`config.mk`:
```
export PLATFORM = sky130hd
export DESIGN_NAME = kbd_cmd_decoder
export DESIGN_NICKNAME = d
export VERILOG_FILES = /design/src/rtl/kbd_pkg.sv /design/src/rtl/kbd_cmd_fifo.sv /design/src/rtl/kbd_cmd_decoder.sv
export SDC_FILE = /design/constraint.sdc
export NUM_CORES = 1
export LEC_CHECK = 0
export ABC_AREA = 0
export CORE_AREA = 2 2 47 66
export DETAILED_ROUTE_END_ITERATION = 12
export DIE_AREA = 0 0 49 68
export PLACE_DENSITY_LB_ADDON = 0.2
export SYNTH_ARGS = -nofsm -noshare
export SYNTH_HDL_FRONTEND = slang
export SYNTH_SLANG_ARGS = --single-unit
```
`constraint.sdc`:
```
create_clock -name clk -period 3.2 [get_ports clk]
set_input_delay 0.48 -clock clk [delete_from_list [all_inputs] [get_ports clk]]
set_output_delay 0.48 -clock clk [all_outputs]
set_load 0.02 [all_outputs]
```
`src/rtl/kbd_pkg.sv`:
```
// rtl/kbd_pkg.sv - PS/2 scan-code constants, command codes and break-code decode.
// KBD_EXT_EN selects whether the E0-prefixed states exist.
package kbd_pkg;

  localparam logic [7:0] SC_BRK   = 8'hF0;
  localparam logic [7:0] SC_EXT   = 8'hE0;
  localparam logic [7:0] SC_F     = 8'h2B;
  localparam logic [7:0] SC_H     = 8'h33;
  localparam logic [7:0] SC_T     = 8'h2C;
  localparam logic [7:0] SC_UP    = 8'h75;
  localparam logic [7:0] SC_RIGHT = 8'h74;
  localparam logic [7:0] SC_LEFT  = 8'h6B;
  localparam logic [7:0] SC_DOWN  = 8'h72;
  localparam logic [7:0] SC_ESC   = 8'h76;

  localparam logic [3:0] CMD_NONE  = 4'd0;
  localparam logic [3:0] CMD_F     = 4'd1;
  localparam logic [3:0] CMD_H     = 4'd2;
  localparam logic [3:0] CMD_T     = 4'd3;
  localparam logic [3:0] CMD_UP    = 4'd4;
  localparam logic [3:0] CMD_RIGHT = 4'd5;
  localparam logic [3:0] CMD_LEFT  = 4'd6;
  localparam logic [3:0] CMD_DOWN  = 4'd7;
  localparam logic [3:0] CMD_ESC   = 4'd8;

`ifdef KBD_EXT_EN
  typedef enum logic [1:0] {
    ST_IDLE    = 2'd0,
    ST_BRK     = 2'd1,
    ST_EXT     = 2'd2,
    ST_EXT_BRK = 2'd3
  } kbd_state_e;
`else
  typedef enum logic [1:0] {
    ST_IDLE = 2'd0,
    ST_BRK  = 2'd1
  } kbd_state_e;
`endif

  // CMD_NONE marks an unmapped code; it is never pushed.
  function automatic logic [3:0] decode_break(input logic [7:0] code);
    case (code)
      SC_F:     decode_break = CMD_F;
      SC_H:     decode_break = CMD_H;
      SC_T:     decode_break = CMD_T;
      SC_UP:    decode_break = CMD_UP;
      SC_RIGHT: decode_break = CMD_RIGHT;
      SC_LEFT:  decode_break = CMD_LEFT;
      SC_DOWN:  decode_break = CMD_DOWN;
      SC_ESC:   decode_break = CMD_ESC;
      default:  decode_break = CMD_NONE;
    endcase
  endfunction

endpackage

```
`src/rtl/kbd_cmd_fifo.sv`:
```
// rtl/kbd_cmd_fifo.sv - synchronous command FIFO, power-of-two depth.
// A push into a full FIFO is accepted only when a pop happens in the same cycle.
module kbd_cmd_fifo #(
  parameter int FIFO_DEPTH = 4,
  parameter int WIDTH      = 4
) (
  input  logic             clk_i,
  input  logic             reset_i,
  input  logic             push_i,
  input  logic [WIDTH-1:0] din_i,
  input  logic             pop_i,
  output logic [WIDTH-1:0] dout_o,
  output logic             full_o,
  output logic             empty_o
);

  localparam int AW = (FIFO_DEPTH > 1) ? $clog2(FIFO_DEPTH) : 1;
  localparam logic [AW:0]   FULL_CNT = FIFO_DEPTH[AW:0];
  localparam logic [AW-1:0] PTR_ONE  = 1;
  localparam logic [AW:0]   CNT_ONE  = 1;

  logic [WIDTH-1:0] mem_q [FIFO_DEPTH];
  logic [AW-1:0]    wr_ptr_q, rd_ptr_q;
  logic [AW:0]      count_q;
  logic             do_push, do_pop;

  assign empty_o = (count_q == '0);
  assign full_o  = (count_q == FULL_CNT);
  assign do_pop  = pop_i && !empty_o;
  assign do_push = push_i && (!full_o || do_pop);
  assign dout_o  = empty_o ? '0 : mem_q[rd_ptr_q];

  always_ff @(posedge clk_i) begin
    if (do_push && !reset_i) begin
      mem_q[wr_ptr_q] <= din_i;
    end
  end

  // Pointers wrap naturally because the depth is a power of two.
  always_ff @(posedge clk_i) begin
    if (reset_i) begin
      wr_ptr_q <= '0;
      rd_ptr_q <= '0;
      count_q  <= '0;
    end else begin
      if (do_push) wr_ptr_q <= wr_ptr_q + PTR_ONE;
      if (do_pop)  rd_ptr_q <= rd_ptr_q + PTR_ONE;
      case ({do_push, do_pop})
        2'b10:   count_q <= count_q + CNT_ONE;
        2'b01:   count_q <= count_q - CNT_ONE;
        default: count_q <= count_q;
      endcase
    end
  end

endmodule

```
`src/rtl/kbd_cmd_decoder.sv`:
```
// rtl/kbd_cmd_decoder.sv - PS/2 break-code prefix decoder feeding a command FIFO.
// Define KBD_EXT_EN to track the E0 extended prefix.
module kbd_cmd_decoder
  import kbd_pkg::*;
#(
  parameter int FIFO_DEPTH = 4
) (
  input  logic       clk,
  input  logic       reset,
  input  logic       rx_done_tick,
  input  logic [7:0] dout,
  input  logic       cmd_rd,
  output logic [3:0] cmd,
  output logic       cmd_valid,
  output logic       ovf
);

  kbd_state_e state_q, state_d;
  logic       ovf_q, ovf_d;
  logic [3:0] code_cmd;
  logic       push, pop, fifo_full, fifo_empty;

  assign code_cmd = decode_break(dout);

  // Push is decided combinationally so a command appears one cycle after its tick.
  always_comb begin
    state_d = state_q;
    push    = 1'b0;
    if (rx_done_tick) begin
      case (state_q)
        ST_IDLE: begin
          if (dout == SC_BRK) state_d = ST_BRK;
`ifdef KBD_EXT_EN
          else if (dout == SC_EXT) state_d = ST_EXT;
`endif
        end
        ST_BRK: begin
          push    = (code_cmd != CMD_NONE);
          state_d = ST_IDLE;
        end
`ifdef KBD_EXT_EN
        ST_EXT: begin
          state_d = (dout == SC_BRK) ? ST_EXT_BRK : ST_IDLE;
        end
        ST_EXT_BRK: begin
          push    = (code_cmd != CMD_NONE);
          state_d = ST_IDLE;
        end
`endif
        default: state_d = ST_IDLE;
      endcase
    end
  end

  assign pop   = cmd_rd && cmd_valid;
  assign ovf_d = ovf_q | (push && fifo_full && !pop);

  always_ff @(posedge clk) begin
    if (reset) begin
      state_q <= ST_IDLE;
      ovf_q   <= 1'b0;
    end else begin
      state_q <= state_d;
      ovf_q   <= ovf_d;
    end
  end

  kbd_cmd_fifo #(
    .FIFO_DEPTH (FIFO_DEPTH),
    .WIDTH      (4)
  ) u_fifo (
    .clk_i   (clk),
    .reset_i (reset),
    .push_i  (push),
    .din_i   (code_cmd),
    .pop_i   (pop),
    .dout_o  (cmd),
    .full_o  (fifo_full),
    .empty_o (fifo_empty)
  );

  assign cmd_valid = !fifo_empty;
  assign ovf       = ovf_q;

endmodule

```
# Word level (Yosys, flattened, before mapping)
# Memory sizes are Yosys's and may differ from the RTL's. A register that Yosys moved wholly into a read port is not among the register bits.
# Cells that the tools add are included.
dict set report totals {
  reg_bits 10
  mem_bits_rw 16
  word_cells 52
  mem_count 1
}
# memory words word_bits rd rd_ports_with_merged_regs wr line
set mem_list {}
lappend mem_list {u_fifo.mem_q 4 4 1 1 1 kbd_cmd_fifo.sv:22} ;# logic [WIDTH-1:0] mem_q [FIFO_DEPTH];
dict set report classes {
  add_sub_neg 4
  eq_ne 14
  muxes 11
  bitwise 1
  reduce_logical 16
}
# operator n
set ops {}
lappend ops {{== test 8 x 7 -> 1 bit, second input constant} 5}
lappend ops {{one-hot mux 4 bit (8 select lines)} 1}
lappend ops {{== test 8 x 6 -> 1 bit, second input constant} 3}
lappend ops {{== test 8 bit, second input constant} 1}
lappend ops {{2-to-1 mux 2 bit} 4}
lappend ops {{logical AND 1 bit} 6}
lappend ops {{one-hot mux 3 bit (2 select lines)} 1}
lappend ops {{adder 2 x 1 -> 2 bit, second input constant} 2}
lappend ops {{== test 2 x 1 -> 1 bit, second input constant} 2}
lappend ops {{zero test 1 bit} 4}
lappend ops {{2-to-1 mux 1 bit} 4}
lappend ops {{2-to-1 mux 4 bit} 1}
lappend ops {{nonzero test 4 bit} 1}
lappend ops {{adder 3 x 1 -> 3 bit, second input constant} 1}
lappend ops {{== test 3 bit, second input constant} 1}
lappend ops {{zero test 3 bit} 1}
lappend ops {{subtractor 3 x 1 -> 3 bit, second input constant} 1}
lappend ops {{== test 2 bit, second input constant} 1}
lappend ops {{zero test 2 bit} 1}
lappend ops {{inequality test 2 bit, second input constant} 1}
lappend ops {{AND reduction 2 bit} 1}
lappend ops {{nonzero test 2 bit} 1}
lappend ops {{logical OR 1 bit} 1}
lappend ops {{OR 1 bit} 1}

# Depth between registers and ports, before layout
dict set report logic_depth {
  ltp_word 9
  mapped_depth 10
}

# Cells and area by module
# A second synthesis with hierarchy kept.
dict set report hier_totals {
  cells_unflattened 133
  hier_area_um2 1510.2
}
# module instances cells_per_inst area_each_um2 seq_area_each_um2
set by_module_without_submodules {}
lappend by_module_without_submodules {kbd_cmd_fifo 1 92 1223.7 660.6}
lappend by_module_without_submodules {kbd_cmd_decoder 1 41 286.5 40.0}

# Worst setup path before layout
# No wires, ideal clock.
dict set report synth_path {
  path_kind {input to register}
  start {input port dout[7]}
  end {register u_fifo.count_q[2]}
  setup_time_ns 0.121
  arrival_ns 2.463
  t_required_ns 3.079
  slack_ns 0.615
  stages 9
  path_buffers 0
  path_cell_list {nand2b_4 > or3_1 > o311a_4 > a31o_2 > fa_1 > inv_1 > nor2_1 > a22oi_2 > mux2_4}
}
dict set report synth_between {
  elab_chain_len 8
  elab_cells_between_ends 17
  cone_classes {10 x eq/ne; 4 x mux; 3 x reduce/logical}
}
# element line
set synth_lines {}
lappend synth_lines {{start: declaration} kbd_cmd_decoder.sv:11} ;# input logic [7:0] dout,
lappend synth_lines {{== test 8 x 7 -> 1 bit / == test 8 x 6 -> 1 bit (equally long branches)} kbd_pkg.sv:42} ;# case (code)
lappend synth_lines {{one-hot mux 4 bit (8 select lines) *} kbd_pkg.sv:42}
lappend synth_lines {{nonzero test 4 bit *} kbd_cmd_decoder.sv:38} ;# push = (code_cmd != CMD_NONE);
lappend synth_lines {{2-to-1 mux 1 bit *} kbd_cmd_decoder.sv:30} ;# case (state_q)
lappend synth_lines {{2-to-1 mux 1 bit *} kbd_cmd_decoder.sv:29} ;# if (rx_done_tick) begin
lappend synth_lines {{logical AND 1 bit *} kbd_cmd_fifo.sv:30} ;# assign do_push = push_i && (!full_o || do_pop);
lappend synth_lines {{== test 2 x 1 -> 1 bit / == test 2 bit (equally long branches)} kbd_cmd_fifo.sv:48} ;# case ({do_push, do_pop})
lappend synth_lines {{one-hot mux 3 bit (2 select lines) / nonzero test 2 bit (equally long branches)} n/a}
lappend synth_lines {{end signal: assignment} kbd_cmd_fifo.sv:49} ;# 2'b10: count_q <= count_q + CNT_ONE;
lappend synth_lines {{end signal: assignment} kbd_cmd_fifo.sv:50} ;# 2'b01: count_q <= count_q - CNT_ONE;
lappend synth_lines {{end signal: assignment} kbd_cmd_fifo.sv:51} ;# default: count_q <= count_q;
lappend synth_lines {{end: declaration} kbd_cmd_fifo.sv:24} ;# logic [AW:0] count_q;
# Mark *: on every way between the ends. The rest lies on a longest branch, timed or not.
# A chain may end at the register's enable or synchronous reset.

# Worst setup path after layout
dict set report layout_path {
  start {input port dout[5]}
  end {register u_fifo.count_q[2]}
}
# Same word-level chain as after synthesis.

==> metrics.md <==
| Metric | Value |
|---|---|
| Mux contribution to synthesized area | 0.104 |
| VDD IR max | 0.497 mV |
| Slew of the pin with the lowest slew margin | 0.535 ns |
| Startpoint types | input pin |
| Number of fill cells | between 200 and 250 |
| CP max FO | 3 |
| CTS clk-pin slew, worst paths | approximately 0.090 ns |
| Iter 0 DRT Violations | 20 |
| Post-synth EDFFs | 16 |
| GPL Wtd Cong | approximately 0.81 |
| Grt ovf | 0 |
| Setup violators final | 0 |
| Initial Utilization | 0.504 |
| Met1 Use GR | 0.146 |
| Initial antenna violation count | 0 |
| Largest net degree at the start of global routing | 16 |
| Die H | 68 um |
| All-Layer GR Usage | 0.154 |
| PortBufs | 17 |
| Multi-input gate area | roughly 670 um2 |
| Adder-cell share of the synthesized area | 0.0498 |
| CP Capture Type | register |
| CTS tree | done |
| Setup Buffers After CTS | 0 |
| Reg area | 701 um2 |
| Ant. Diodes | 0 |
| Pwr Density | 605 nW/um2 |
| Critical path arrival | 3.05 ns |
| Hold path startpoint | state_q[0]$_SDFFE_PP0P_ |
| Area growth, synth to finish | 19.7% |
| Die area | 3330 um2 |
| Worst path required time | 3.37 ns |
| Drt via density | 5.55 |
| Compound-Gate Fraction of Synth Area | 0.0819 |
| Layout cells sized above 1 | 0.168 |
| Setup TNS | 0 ns |
| Clock Latency Late Sink | ~0.27 ns |
| Number of global-route vias before repair | between 900 and 1000 |
| Met3 Use GR | 0.0175 |
| Synth Net Count | 133 |
| Post-cts resize count | 0 |
| Post-Synth XOR/XNOR Area | 0.0187 |
| DRT Wirelength | 2340 um |
| Root buffer cell | clkbuf_8 |
| Slew Limit Fails | 0 |
| First-pass GRT wire length | 3860 um |
| CTS sink count | 27 |
| Fin cells | 174 |
| M2 GR Usage | 0.317 |
| Crit Path Category | in -> reg |
| Status | complete, no violations |
| Remaining antenna violation count after routing | 0 |
| RSZ-0062 raised after global routing | false |
| DR pass1 iterations | 4 |
| Library cells used by synthesis | 41 |
| Final Critical Period | 2.88 ns |
| Seq/Total Area, Yosys | 0.498 |
| Synth Register Bits | 27 |
| Setup Skew | 0.00543 ns |
| Crit path launch | dout[5] |
| Main synth FF type | edfxtp_1 |
| Clk buf depth | 2 |
| Worst hold-check path type | reg -> reg |
| Routed vias | 966 |
| Post-synthesis cell count | 116 |
| Yosys Warn Count | 0 |
| Fmax | between 300 and 400 MHz |
| WL/cell | 13.5 um |
| Reg2reg start | u_fifo.count_q[0]$_SDFFE_PP0P_ |
| Final hold violation count | 0 |
| IO Pins | 18 |
| P_leak | 0.000593 uW |
| Worst hold slack | 0.484 ns |
| Synth Area in Simple Gates | 0.225 |
| Largest family of logic cells by synthesized area | simple AND/OR/NAND/NOR gates |
| Die W | 49 um |
| Hold Buf Count CTS | 0 |
| Core Area | roughly 2800 um2 |
| # Max-Cap Violations | 0 |
| Synth Area per Inst | 12.1 um2 |
| Rows | 23 |
| Placed insts | 170 |
| Cell Area, Synth | 1410 um2 |
| Busiest grt layer | met2 |
| Max-slew headroom | 0.642 |
| DP HPWL | 1910 um |
| Remaining DRCs | 0 |
| Async set-reset flop share out of synthesis | 0 |
| Fin nets | between 150 and 200 |
| Num CTS Buffers | 3 |
| Fin crit share | 0.900 |
| H-tree levels | 1 |
[path summary, 6_finish.rpt]
check / end / slack, ns / depth (start not counted)
worst min-delay path: state_q[0]$_SDFFE_PP0P_ / 0.48 / 2
worst max-delay path: u_fifo.count_q[2]$_SDFFE_PP0P_ / 0.32 / 10
worst max register to register: u_fifo.count_q[2]$_SDFFE_PP0P_ / 0.66 / 8
worst min register to register: state_q[0]$_SDFFE_PP0P_ / 0.48 / 2
[layout by cell type (no fill, tap or decap), drive strengths merged, types with 3 or more instances in the layout]
cell type / count
a21oi: 4
and2: 10
buf: 4
clkbuf: 3
clkdlybuf4s50: 17
dfxtp: 11
edfxtp: 16
ha: 4
inv: 4
mux2i: 3
mux4: 4
nand2: 6
nand2b: 7
nor2: 12
[layer usage]
layer / share of wire / routed length, um
met5: 0 / 0
met4: 0.013 / 31
met3: 0.040 / 94
met2: 0.58 / 1370
met1: 0.36 / 845
[area by class of cell]
class                           instances  area share
Sequential cell                        27       0.416
Multi-Input combinational cell         81       0.401
Timing Repair Buffer                   21       0.119
Tap cell                               37      0.0275
Clock buffer                            3      0.0245
Inverter                                4     0.00892
Clock inverter                          1     0.00297
[through the flow]
stage,worst slack [ns],power [uW],instance area [um2],util
floorplan,0.615,705,1410,-
global route,0.217,1080,1680,0.603
detailed placement,0.0384,842,1640,0.586
CTS,0.338,1030,1680,0.603
global placement,0.104,831,1640,0.586
finish,0.320,1020,1680,0.603
[cells in the mapped netlist, types with 2 or more instances]
cell | count | area, um2
a21oi_1 | 3 | 15.0
and2_1 | 10 | 62.6
and2b_2 | 2 | 17.5
and3b_1 | 2 | 17.5
clkbuf_1 | 3 | 11.3
dfxtp_1 | 11 | 220
edfxtp_1 | 16 | 480
ha_1 | 4 | 50.1
inv_1 | 4 | 15.0
mux2i_1 | 3 | 30.0
mux4_2 | 4 | 90.1
nand2_1 | 6 | 22.5
nand2b_1 | 6 | 37.5
nor2_1 | 12 | 45.0
nor2b_1 | 2 | 12.5
or3_1 | 2 | 12.5
xnor2_1 | 2 | 17.5
[state kept, by name, indices dropped and copies added, names as in the netlist, named ones only]
signal and flops:
u_fifo.count_q 3, u_fifo.rd_ptr_q 2, ovf 1, state_q 1
u_fifo.mem_q 16, u_fifo.wr_ptr_q 2
[cells by family (layout without fill, tap and decap cells)]
family,Yosys count,after routing
AOI/OAI and AO/OA,12,12
xor gates and xnor gates,3,3
adders and majority gates,5,5
buffers and inverters,8,29
DFF,27,27
muxes,9,9
and+or+nand+nor,52,52
[power breakdown]
part	switching, uW	total, uW	internal, uW
Sequential	38.6	435	396
Clock	101	188	87.1
Combinational	179	395	216
[critical path, cell delays in order]
cell and delay [ns]:
clkdlybuf4s50_1 0.54, nand2b_4 0.07, nor3_1 0.36, a22oi_1 0.26, a31o_2 0.34, fa_1 0.37
inv_1 0.09, nor2_1 0.06, a22oi_2 0.17, mux2_4 0.32
Note: power is estimated with default switching activity, not from simulation.
